$ cat src/rtl/fetch_decode_unit.sv
// Fetch and decode-register stage: fetches 16-bit words over a req/ack handshake
// and presents the decoded fields of the latched instruction under valid/ready.
module fetch_decode_unit #(
  parameter int                     PC_WIDTH = 32,
  parameter logic [PC_WIDTH-1:0]    RESET_PC = '0,
  parameter int                     PC_INC   = 2
) (
  input  logic                clk,
  input  logic                reset,
  output logic                imem_req,
  output logic [PC_WIDTH-1:0] imem_addr,
  input  logic                imem_ack,
  input  logic [15:0]         imem_rdata,
  input  logic                redirect,
  input  logic [PC_WIDTH-1:0] redirect_pc,
  output logic                dec_valid,
  input  logic                dec_ready,
  output logic [PC_WIDTH-1:0] pc_out,
  output logic [3:0]          opcode,
  output logic [2:0]          rs,
  output logic [2:0]          rt,
  output logic [2:0]          rd,
  output logic [2:0]          funct,
  output logic [5:0]          imm6
);

  typedef enum logic [1:0] {
    IDLE  = 2'd0,
    FETCH = 2'd1,
    VALID = 2'd2,
    DRAIN = 2'd3
  } state_t;

  state_t              r_state;
  state_t              w_stateNext;
  logic [PC_WIDTH-1:0] r_pc;
  logic [PC_WIDTH-1:0] w_pcNext;
  logic [PC_WIDTH-1:0] r_pcOut;
  logic [PC_WIDTH-1:0] w_pcOutNext;
  logic [PC_WIDTH-1:0] r_drainAddr;
  logic [PC_WIDTH-1:0] w_drainAddrNext;
  logic [15:0]         r_ir;
  logic [15:0]         w_irNext;
  logic [PC_WIDTH-1:0] w_redirPc;

  assign w_redirPc = redirect_pc & ~PC_WIDTH'(1);

  always_ff @(posedge clk) begin
    if (reset) begin
      r_state     <= IDLE;
      r_pc        <= RESET_PC;
      r_pcOut     <= '0;
      r_drainAddr <= '0;
      r_ir        <= '0;
    end else begin
      r_state     <= w_stateNext;
      r_pc        <= w_pcNext;
      r_pcOut     <= w_pcOutNext;
      r_drainAddr <= w_drainAddrNext;
      r_ir        <= w_irNext;
    end
  end

  always_comb begin
    w_stateNext     = r_state;
    w_pcNext        = r_pc;
    w_pcOutNext     = r_pcOut;
    w_drainAddrNext = r_drainAddr;
    w_irNext        = r_ir;
    case (r_state)
      IDLE: begin
        if (redirect) w_pcNext = w_redirPc;
        w_stateNext = FETCH;
      end
      FETCH: begin
        if (redirect) begin
          w_pcNext = w_redirPc;
          // An unacknowledged request cannot be withdrawn; remember its address
          // so the bus stays stable while we wait to throw its data away.
          if (!imem_ack) begin
            w_drainAddrNext = r_pc;
            w_stateNext     = DRAIN;
          end
        end else if (imem_ack) begin
          w_irNext    = imem_rdata;
          w_pcOutNext = r_pc;
          w_pcNext    = r_pc + PC_WIDTH'(PC_INC);
          w_stateNext = VALID;
        end
      end
      VALID: begin
        if (redirect) begin
          w_pcNext    = w_redirPc;
          w_stateNext = FETCH;
        end else if (dec_ready) begin
          w_stateNext = FETCH;
        end
      end
      DRAIN: begin
        if (redirect) w_pcNext = w_redirPc;
        if (imem_ack) w_stateNext = FETCH;
      end
      default: w_stateNext = IDLE;
    endcase
  end

  assign imem_req  = (r_state == FETCH) || (r_state == DRAIN);
  assign imem_addr = (r_state == DRAIN) ? r_drainAddr : r_pc;
  assign dec_valid = (r_state == VALID);
  assign pc_out    = r_pcOut;
  assign opcode    = r_ir[15:12];
  assign rs        = r_ir[11:9];
  assign rt        = r_ir[8:6];
  assign rd        = r_ir[5:3];
  assign funct     = r_ir[2:0];
  assign imm6      = r_ir[5:0];

endmodule

$ cat config.mk
export PLATFORM = sky130hd
export DESIGN_NAME = fetch_decode_unit
export DESIGN_NICKNAME = d
export VERILOG_FILES = /design/src/rtl/fetch_decode_unit.sv
export SDC_FILE = /design/constraint.sdc
export NUM_CORES = 1
export LEC_CHECK = 0
export ABC_AREA = 0
export CAP_MARGIN = 20
export CELL_PAD_IN_SITES_DETAIL_PLACEMENT = 0
export CELL_PAD_IN_SITES_GLOBAL_PLACEMENT = 1
export CORE_ASPECT_RATIO = 0.75
export CORE_MARGIN = 3
export CORE_UTILIZATION = 36
export DETAILED_ROUTE_END_ITERATION = 6
export HOLD_SLACK_MARGIN = 0.12
export PLACE_DENSITY_LB_ADDON = 0.1
export SYNTH_ARGS = -nofsm -noshare
export SYNTH_HDL_FRONTEND = slang
export SYNTH_SLANG_ARGS = --single-unit
$ cat constraint.sdc
create_clock -name clk -period 2.6 [get_ports clk]
set_clock_uncertainty 0.15 [all_clocks]
set_input_delay 0.52 -clock clk [delete_from_list [all_inputs] [get_ports clk]]
set_output_delay 0.52 -clock clk [all_outputs]
set_load 0.05 [all_outputs]
### Word-level counts from Yosys, hierarchy flattened

Index checks and enable logic that the tools add are counted.

* multiplexer cells: 12
* eq/ne operators: 8
* bitwise gates (word level): 2
* reduce and logical (&&, ||, !) cells: 7
* add/subtract/negate cells: 1

Operators with widths (count)
* 32-bit 2-to-1 mux: 4
* 32-bit case mux with 2 select lines: 1
* 32-bit by 2-bit adder with 32-bit output (second input constant): 1
* 2-bit 2-to-1 mux: 6
* 2-bit case mux with 4 select lines: 1
* 3-bit != test (second input constant): 2
* 3-bit AND reduction: 2
* 2-bit equality test (second input constant): 2
* 4-bit AND reduction: 1
* 3-bit by 2-bit != test with 1-bit output (second input constant): 1
* 3-bit OR reduction: 1
* 2-bit by 1-bit equality test with 1-bit output (second input constant): 1
* 2-bit zero test: 1
* 2-bit by 1-bit != test with 1-bit output (second input constant): 1
* 2-bit != test (second input constant): 1
* 1-bit inverter: 2
* 2-bit AND reduction: 1
* 1-bit logical OR: 1

* bits of input ports: 53
* flip-flop bits (word level): 114
* word-level logic and storage cells: 35
* output and inout bits: 88

### Logic depth before layout (Yosys ltp)

* depth after elaboration: 4
* mapped depth: 7
* mapped depth without buffers: 6

### Least setup slack after synthesis

OpenSTA, ideal clock, no wires.

* kind: register -> output
* start point: register r_state[0]
* end point: output imem_addr[10]
* data required time: 1.930 ns
* cell stages (with the launch flop): 5
* path slack: 0.538 ns
* arrival: 1.392 ns
* cell sequence: dfxtp_1 buf_2 nand2_1 buf_1 mux2_2

* word-level cells in the longest chain between the ends: 2

RTL lines
* from (decl): RTL line 34 `state_t r_state;`
* from (signal assigned): RTL line 56 `r_state <= w_stateNext;`
* 2-bit equality test: RTL line 108 `assign imem_addr = (r_state == DRAIN) ? r_drainAddr : r_pc;`
* 32-bit 2-to-1 mux: RTL line 108
* to (decl): RTL line 11 `output logic [PC_WIDTH-1:0] imem_addr,`

Every way passes these cells.

### Worst setup path in the final report

* start point: register r_state[1]
* end point: output imem_addr[16]

The elaborated chain is that of the path after synthesis.

==> load_flow_metrics.sql <==
INSERT INTO impl_metrics (metric_group, metric, value, unit) VALUES
('critical_path', 'timing.reg2reg.setup_slack', '0.55', 'ns'),
('critical_path', 'crit_path_start_kind', 'flip-flop', ''),
('floorplan', 'die_height', '113', 'µm'),
('synthesis', 'yosysWarningCount', '0', ''),
('critical_path', 'rr_endpoint', 'r_pc[28]', ''),
('sta', 'max_freq', '399', 'MHz'),
('sta', 'worst_slew_margin_rel', '0.639', ''),
('critical_path', 'worst-r2r-cell-count', '4', ''),
('global_routing', 'gr-usage-met1', '0.273', ''),
('min_path', 'hold_path_startpoint', 'r_drainAddr[17]', ''),
('synthesis', 'synth_seq_cells', '111', ''),
('synthesis', 'gate_count_after_technology_mapping', '677', ''),
('global_routing', 'wire_length_of_the_first_global_routing_pass', '26400', 'µm'),
('sta', 'min_period_over_period', '0.964', ''),
('cts', 'clk-insertion-delay-late', '0.36', 'ns'),
('cts', 'cts-root-buf', 'clkbuf_16', ''),
('cts', 'cts.path.max_buffers', '2', ''),
('cts', 'post-cts-setup-buffers', '0', ''),
('cts', 'post_cts.resized_instances', '0', ''),
('cts', 'cts_tree', 'done', ''),
('floorplan', 'boundaryPins', '141', ''),
('sta', 'timing.final.setup_violations', '0', ''),
('route', 'routed-via-count', '5181', ''),
('floorplan', 'placement_rows', '38', ''),
('route', 'routed_wirelength', '16500', 'µm'),
('synthesis', 'post-synth-top-count-cell', 'nand2_1', ''),
('global_routing', 'grt_antenna_before_repair', '0', ''),
('global_routing', 'met2_usage', '0.302', ''),
('global_routing', 'overflow', '0', ''),
('global_routing', 'grt_pass1_vias', '4983', ''),
('power_and_ir_drop', 'finalPower', '4.09', 'mW'),
('critical_path', 'cp_max_fo', '20', ''),
('floorplan', 'die_w', '148', 'µm'),
('sta', 'post_route_minimum_period', '2.51', 'ns'),
('run_status', 'result_of_the_run', 'complete, no violations', ''),
('cts', 'cts_sinks', '111', ''),
('route', 'drcViolationCount', '0', ''),
('critical_path', 'path_cells', 'nand2_1 > buf_4 > mux2_2 > buf_4', ''),
('place', 'globalplace.congestion', '0.800', ''),
('layout', 'nets', '850', ''),
('floorplan', 'core-area', '14600', 'µm²'),
('synthesis', 'synth_enable_flop_cells', '0', ''),
('synthesis', 'post-synth-top-area-fraction', '0.406', ''),
('min_path', 'hold-path-cell-count', '2', ''),
('job', 'max_cap_viol_count', '0', ''),
('critical_path', 'critical-path-slowest-cell', 'dfxtp_1', ''),
('floorplan', 'initial_core_util', '0.373', ''),
('synthesis', 'asyncSetResetFlopFracSynth', '0', ''),
('power_and_ir_drop', 'pwr_density_cell', '561', 'nW/µm²'),
('layout', 'n_antenna_cell', '0', ''),
('synthesis', 'yosys-top-cells-count', 'nand2_1 (181), dfxtp_1 (111), a21oi_1 (102)', ''),
('route', 'detail_route.vias_per_cell', '5.18', ''),
('critical_path', 'required_time_worst_endpoint', '1.93', 'ns'),
('power_and_ir_drop', 'vdd_drop_max', '0.000341', 'V'),
('cts', 'clkSlewWorstSetupHoldPaths', '0.07', 'ns'),
('global_routing', 'grt-busiest-layer', 'met2', ''),
('sta', 'tightest_slew', '0.540', 'ns'),
('synthesis', 'synth.cell_area', '5470', 'µm²'),
('synthesis', 'ys_top_cells_by_area', 'dfxtp_1 (41%), nand2_1 (12%), a21oi_1 (9.3%), mux2_2 (6.4%), buf_4 (2.1%)', ''),
('cts', 'cts_hold_buf', '0', ''),
('min_path', 'min-delay-path-class', 'flip-flop to flip-flop', ''),
('synthesis', 'post-synth-top-area-cell', 'dfxtp_1', ''),
('critical_path', 'worst_r2r_startpoint', 'r_pc[6]', ''),
('cts', 'cts_buffers', '9', ''),
('global_routing', 'grtUsageMet3', '0.0548', ''),
('power_and_ir_drop', 'leakage', '2.65', 'nW'),
('synthesis', 'synth-main-ff-cell', 'dfxtp_1', ''),
('synthesis', 'mapped_avg_cell_area', '8.08', 'µm²'),
('route', 'drt-wirelength-per-cell', '16.5', 'µm'),
('route', 'drt_first_pass_iters', '5', ''),
('place', 'dpl.hpwl', '11600', 'µm');
kinds of logic (layout without fill, tap and decap cells):
| logic type | after synthesis | count (layout) | synth area share |
|---|---|---|---|
| AOI/OAI and AO/OA | 163 | 163 | 0.173 |
| xor gates and xnor gates | 5 | 5 | 0.00801 |
| adders and majority gates | 1 | 1 | 0.00229 |
| buffers and inverters | 79 | 202 | 0.0867 |
| DFF | 111 | 111 | 0.406 |
| muxes | 34 | 34 | 0.0693 |
| other | 1 | 2 | 0.000686 |
| and+or+nand+nor | 283 | 283 | 0.253 |
state kept, by name (all words and copies together), names as in the netlist:
register     cells
r_pc            31
r_ir            16
pc_out          31
r_drainAddr     31
r_state          2
cells in the final DEF, fill, tap and decap left out, types with 4 or more instances in the layout:
cell             instances
buf_4                   66
a2bb2oi_1                4
nand4_1                  7
dfxtp_1                110
nand3_1                  8
xnor2_1                  4
o21ai_0                 13
inv_1                    9
nor3_1                   9
o31ai_1                  4
nor2_1                  28
nor4_1                   4
clkbuf_16                9
and3_1                   4
mux2_2                  31
buf_12                   7
o21ai_1                  4
nor2b_1                  5
nand2_1                181
clkdlybuf4s50_1        104
o21a_1                   4
a21oi_1                102
a211oi_1                 7
metal layers:
metal / up-vias / share of wire
met5: - / 0
met4: 0 / 0.019
met3: 24 / 0.064
met2: 165 / 0.44
met1: 2438 / 0.48
li1: 2554 / -
layout make-up:
class,count,area (µm²),share of cell area
repair buffers,177,1680,0.230
inverters,9,33.8,0.00463
multi-input cells,488,2790,0.382
clock inverters,7,104,0.0142
flip-flops and latches,111,2220,0.305
well taps,200,250,0.0343
clock buffers,9,225,0.0309
where the power goes:
group / leakage [nW] / internal [mW] / switching [mW]
Sequential: 0.903 / 1.75 / 0.0774
Clock: 0.154 / 0.857 / 0.676
Combinational: 1.59 / 0.297 / 0.431
metrics by stage:
stage               setup WS, ns  std cells  hold WS [ns]  area [µm²]  utilization
floorplan                  0.538        678         0.284        5470            -
global placement          0.0897        985         0.289        6970        0.476
detailed placement        0.0919        985         0.294        6970        0.476
CTS                       0.0687       1001         0.306        7300        0.498
global route              0.0119       1001         0.322        7300        0.498
finish                    0.0931       1001         0.303        7300        0.498
critical path, delay by kind of cell, from the launching register on:
family	cells	cell delay, ns
buffers and inverters	2	0.50
flip-flops	1	0.42
multiplexers	1	0.40
AND/OR/NAND/NOR	1	0.14
worst max-delay path by stage:
| stage | start | end |
|---|---|---|
| final | r_state[1] | imem_addr[16] |
| after global routing | r_state[1] | imem_addr[16] |
| after global placement | imem_ack | pc_out[14] |
| after detailed placement | redirect | pc_out[15] |
| after CTS | r_state[0] | imem_addr[16] |
| after floorplan | r_state[0] | imem_addr[10] |
Power figures use the tool's default switching activity.
